===== src/rtl/regfile_pkg.sv =====
// Shared types, default sizes and the address-validity helper for the
// scoreboarded register file.
package regfile_pkg;

  localparam int XLEN_DEFAULT  = 32;
  localparam int NREGS_DEFAULT = 32;

  typedef logic [$clog2(NREGS_DEFAULT)-1:0] reg_addr_t;

  localparam reg_addr_t ZERO_ADDR = '0;

  // True when the address names a real, writable register.
  function automatic logic addr_valid(input int unsigned addr,
                                      input int unsigned nregs,
                                      input logic        zero_reg);
    return (addr < nregs) && !(zero_reg && (addr == 32'(ZERO_ADDR)));
  endfunction

endpackage


===== src/rtl/rf_read_port.sv =====
// One combinational read port: masks invalid addresses, forwards a same-cycle
// writeback and hides the busy flag of a register being forwarded.
module rf_read_port
  import regfile_pkg::*;
#(
  parameter int XLEN     = XLEN_DEFAULT,
  parameter int NREGS    = NREGS_DEFAULT,
  parameter int ZERO_REG = 1,
  parameter int BYPASS   = 1,
  localparam int AW      = $clog2(NREGS)
) (
  input  logic [AW-1:0]   rd_addr,
  input  logic [XLEN-1:0] regs [NREGS],
  input  logic [NREGS-1:0] busy,
  input  logic            wr_commit,
  input  logic [AW-1:0]   wr_addr,
  input  logic [XLEN-1:0] wr_data,
  output logic [XLEN-1:0] rd_data,
  output logic            rd_busy
);

  logic valid;
  logic bypass_hit;

  assign valid      = addr_valid(32'(rd_addr), NREGS, ZERO_REG != 0);
  // wr_commit already implies a valid write address, so a match implies a valid read.
  assign bypass_hit = (BYPASS != 0) && wr_commit && (wr_addr == rd_addr);

  always_comb begin
    rd_data = '0;
    rd_busy = 1'b0;
    if (bypass_hit) begin
      rd_data = wr_data;
    end else if (valid) begin
      rd_data = regs[rd_addr];
      rd_busy = busy[rd_addr];
    end
  end

endmodule


===== src/rtl/regfile_sb.sv =====
// Parametrised multi-read-port register file with write bypass and a
// per-register busy scoreboard for RAW hazard detection.
module regfile_sb
  import regfile_pkg::*;
#(
  parameter int XLEN     = XLEN_DEFAULT,
  parameter int NREGS    = NREGS_DEFAULT,
  parameter int NRD      = 2,
  parameter int ZERO_REG = 1,
  parameter int BYPASS   = 1,
  localparam int AW      = $clog2(NREGS),
  localparam int CW      = $clog2(NREGS + 1)
) (
  input  logic                clk_i,
  input  logic                rst_i,
  input  logic [NRD*AW-1:0]   rd_addr_i,
  output logic [NRD*XLEN-1:0] rd_data_o,
  output logic [NRD-1:0]      rd_busy_o,
  input  logic                wr_en_i,
  input  logic [AW-1:0]       wr_addr_i,
  input  logic [XLEN-1:0]     wr_data_i,
  input  logic                issue_en_i,
  input  logic [AW-1:0]       issue_addr_i,
  input  logic                flush_i,
  output logic [CW-1:0]       busy_cnt_o
);

  logic [XLEN-1:0]  regs [NREGS];
  logic [NREGS-1:0] busy;
  logic [NREGS-1:0] busy_nxt;
  logic [CW-1:0]    busy_cnt_nxt;
  logic             wr_commit;
  logic             issue_ok;

  assign wr_commit = wr_en_i    && addr_valid(32'(wr_addr_i),    NREGS, ZERO_REG != 0);
  assign issue_ok  = issue_en_i && addr_valid(32'(issue_addr_i), NREGS, ZERO_REG != 0);

  // Priority: flush, then a new issue (newer producer), then writeback.
  always_comb begin
    // NOTE: every always_comb output gets a default first so no path infers a latch.
    busy_nxt     = busy;
    busy_cnt_nxt = '0;
    for (int i = 0; i < NREGS; i++) begin
      if (flush_i)
        busy_nxt[i] = 1'b0;
      else if (issue_ok && (issue_addr_i == AW'(i)))
        busy_nxt[i] = 1'b1;
      else if (wr_commit && (wr_addr_i == AW'(i)))
        busy_nxt[i] = 1'b0;
    end
    for (int i = 0; i < NREGS; i++)
      busy_cnt_nxt = busy_cnt_nxt + CW'(busy_nxt[i]);
  end

  // NOTE: the storage is a flop array rather than an SRAM macro, so it can and
  // must be cleared by the asynchronous reset; a RAM-mapped array could not be.
  always_ff @(posedge clk_i or posedge rst_i) begin
    if (rst_i) begin
      for (int i = 0; i < NREGS; i++)
        regs[i] <= '0;
      busy       <= '0;
      busy_cnt_o <= '0;
    end else begin
      // NOTE: sequential state uses non-blocking assignments so every flop
      // samples pre-edge values regardless of statement order.
      if (wr_commit)
        regs[wr_addr_i] <= wr_data_i;
      busy       <= busy_nxt;
      busy_cnt_o <= busy_cnt_nxt;
    end
  end

  for (genvar k = 0; k < NRD; k++) begin : g_rd
    rf_read_port #(
      .XLEN    (XLEN),
      .NREGS   (NREGS),
      .ZERO_REG(ZERO_REG),
      .BYPASS  (BYPASS)
    ) u_port (
      .rd_addr  (rd_addr_i[k*AW +: AW]),
      .regs     (regs),
      .busy     (busy),
      .wr_commit(wr_commit),
      .wr_addr  (wr_addr_i),
      .wr_data  (wr_data_i),
      .rd_data  (rd_data_o[k*XLEN +: XLEN]),
      .rd_busy  (rd_busy_o[k])
    );
  end

endmodule


===== config.mk =====
export PLATFORM = sky130hd
export DESIGN_NAME = regfile_sb
export DESIGN_NICKNAME = d
export VERILOG_FILES = /design/src/rtl/regfile_pkg.sv /design/src/rtl/rf_read_port.sv /design/src/rtl/regfile_sb.sv
export SDC_FILE = /design/constraint.sdc
export NUM_CORES = 2
export LEC_CHECK = 0
export ABC_CLOCK_PERIOD_IN_PS = 53400
export CORE_ASPECT_RATIO = 0.75
export CORE_UTILIZATION = 50
export DETAILED_ROUTE_END_ITERATION = 12
export PLACE_DENSITY = 0.78
export SLEW_MARGIN = 20
export SYNTH_ARGS = -nofsm -noshare
export SYNTH_HDL_FRONTEND = slang
export SYNTH_SLANG_ARGS = --single-unit
export TNS_END_PERCENT = 30

===== constraint.sdc =====
create_clock -name clk_i -period 53.4 [get_ports clk_i]
set_input_delay 5.34 -clock clk_i [delete_from_list [all_inputs] [get_ports clk_i]]
set_output_delay 5.34 -clock clk_i [all_outputs]
set_load 0.01 [all_outputs]

==> impl_results.md <==
- Port Buf Inserts: 128
- Max frequency: 64.1 MHz
- Clock skew: 0.0101 ns
- Gr usage total: 30.4%
- Vias in the first global route: 39300
- Syn avg cell area: 14.4 um^2
- RSZ-0062 raised after global routing: false
- Layout cells sized above 1: 45.5%
- Average wire per standard cell: 32.0 um
- CTS H-tree lvls: 3
- Worst skew pair latency: 0.72 ns
- Post-synth EDFFs: 0
- Max Cap Viol: 0
- Die H: 296 um
- Leakage: 27.4 nW
- CP max FO: 68
- Number of distinct library cells after synthesis: 63
- First-pass GRT wire length: 262 mm
- Post-Layout Cell Count: 5511
- Worst r2r src: busy[13]
- Post-synthesis sequential area ratio: 46.1%
- Final setup viols: 0
- Worst r2r dst: busy_cnt_o[4]
- #FFs+latches synth: 1062
- Top post-synthesis cells by count: dfrtp_1 (1062), mux2_2 (1010), mux4_2 (448), clkbuf_1 (237), mux2i_1 (221)
- Detailed Route Iter0 Violations: 4808
- Die X: 394 um
- Root Driver: clkbuf_16
- Hold Path Depth: 0
- Post-DRT Antenna Nets: 0
- Top cells by area, synth: dfrtp_1 (46%), mux2_2 (20%), mux4_2 (18%), mux2i_1 (3.8%), clkbuf_1 (1.5%)
- Io pins: 129
- Antenna violations before repair: 7
- Routed WL: 176 mm
- Via density: 6.99
- Count leader, synth: dfrtp_1
- GP Congestion: 0.858
- Die ar.: 117000 um^2
- DRC: 0
- CTS tree: yes
- R2R cell count: 18
- Setup TNS: 0 ns
- CTS Hold Bufs: 0
- Crit path required time: 48.06 ns
- Slew Limit Fails: 0
- PD cells: 37.1 nW/um^2
- Hold endpoint: regs[996]
- Detailed Place HPWL: 98.8 mm
- Synth warn: 0
- Peak supply drop: 0.0000282 V
- Clock sink total: 1062
- Core area: 114000 um^2
- Post-Layout Inst Area: 63600 um^2
- Hold crit path type: flip-flop to flip-flop
- Nets: 3977
- Rel. slew slack: 20.5%
- CP Capture Type: output port
- PostCTS Resize Cnt: 0
- Startpoint Class: input pin
- Tmin final: 15.60 ns
- Dpl cells: 5307
- Status: finished, final reports clean
- Most used flip-flop cell after synthesis: dfrtp_1
- Async SR Flop Fraction: 100%
- Setup CP Type: input pin to output port
- Initial cell density of the core: 50.6%
- DRT Pass-1 Iters: 5
- Area growth from synthesis to layout: 10.3%
- Cell count after synthesis: 4005
- CTS Buffer Depth: 3
- Post-Synthesis Cell Area: 57600 um^2
- # Post-CTS Setup Buffers: 0
- Reg-to-reg slack, setup: 48.36 ns
- Post-Syn Nets: 4093
- Period utilization: 29.2%
- Row cnt: 107
- Fin. Hold Viols: 0
- Num CTS Buffers: 106
- Yosys top cell by area: dfrtp_1
- Hold Startpoint: regs[996]
- Largest net degree at the start of global routing: 167
- DP Area: 59800 um^2
- Reg clk slew, reported paths: 0.06 ns
- DR vias: 38500
- Worst Tran Pin Value: 1.19 ns
- Remaining global-route overflow: 0
- Crit path arrival time: 10.26 ns
- Synth top area share: 46.1%
## through the flow
stage | power (mW) | hold WS [ns] | util (%) | setup WS (ns)
final | 2.36 | 0.393 | 55.8 | 37.80
after global routing | 2.44 | 0.405 | 55.8 | 37.50
after CTS | 2.35 | 0.397 | 55.8 | 37.93
after detailed placement | 1.54 | 0.383 | 52.5 | 37.92
after global placement | 1.52 | 0.378 | 52.5 | 37.85
after floorplan | 1.41 | 0.441 | - | 18.17
## cell families after synthesis
family	after synthesis	share of synthesized area, %
flops	1062	46.1
compound gates	418	5.17
buf+inv	497	3.88
xor+xnor	13	0.198
mux	1693	41.3
fa+ha+maj	31	0.985
simple gates	291	2.32
## report_power, final
group	internal [mW]	total, mW	switching [mW]
Combinational	0.281	0.476	0.195
Clock	0.480	0.816	0.336
Sequential	0.953	1.06	0.110
Total	1.71	2.36	0.641
## critical path: stages
cell and delay [ns]:
buf_8 0.61, buf_4 0.81, buf_4 0.83, nor2_4 0.33, buf_4 0.39, a21oi_1 0.22
a221oi_1 0.12, a2111oi_0 0.51, a21o_1 0.32, clkdlybuf4s50_1 0.62
## sequential cells by signal (all words and copies together), names as in the netlist
register	flops
regs	1024
busy	32
busy_cnt_o	6
## how the worst max path moves through the flow
stage	start	end	slack, ns	cells after the start
after detailed placement	rd_addr_i[0]	rd_data_o[5]	37.92	10
after CTS	rd_addr_i[0]	rd_data_o[5]	37.93	10
after floorplan	rst_i	busy[0]	18.17	1
after global routing	rd_addr_i[0]	rd_data_o[5]	37.50	10
final	rd_addr_i[0]	rd_data_o[5]	37.80	10
after global placement	rd_addr_i[0]	rd_data_o[5]	37.85	10
## cell usage in the layout, fill, tap and decap left out, drive strengths merged, types with 7 or more instances in the layout
| cell | instances |
|---|---|
| o21ai | 66 |
| dfrtp | 1062 |
| nor3 | 30 |
| diode | 7 |
| nand2b | 10 |
| clkdlybuf4s50 | 106 |
| a221oi | 50 |
| o211ai | 22 |
| a21o | 22 |
| clkbuf | 152 |
| a32o | 30 |
| o22ai | 104 |
| mux4 | 448 |
| fa | 24 |
| o221ai | 13 |
| inv | 50 |
| a21oi | 38 |
| xnor2 | 13 |
| bufinv | 15 |
| buf | 123 |
| a2111oi | 7 |
| nor2 | 67 |
| nand2 | 102 |
| mux2 | 1024 |
| ha | 7 |
| mux2i | 221 |
| nand3 | 45 |
| clkinv | 19 |
| nor2b | 12 |
| a22o | 24 |
| a22oi | 16 |
## final cells by class
type | instances | area, um^2
timing repair buffer | 229 | 2030
clock inverter | 45 | 662
fill | 8795 | 50400
multi-input combinational | 2446 | 29100
tap | 1526 | 1910
sequential | 1062 | 26600
antenna | 7 | 17.5
inverter | 44 | 173
clock buffer | 152 | 3130
## metal layers
| layer | global-route usage [%] | part of all wire, % | vias up |
|---|---|---|---|
| met5 | 0.325 | 0.029 | - |
| met2 | 43.5 | 43 | 2536 |
| met3 | 9.96 | 13 | 419 |
| li1 | - | - | 15200 |
| met4 | 11.8 | 3.8 | 2 |
| met1 | 43.0 | 40 | 20400 |
Power figures use the tool's default switching activity.
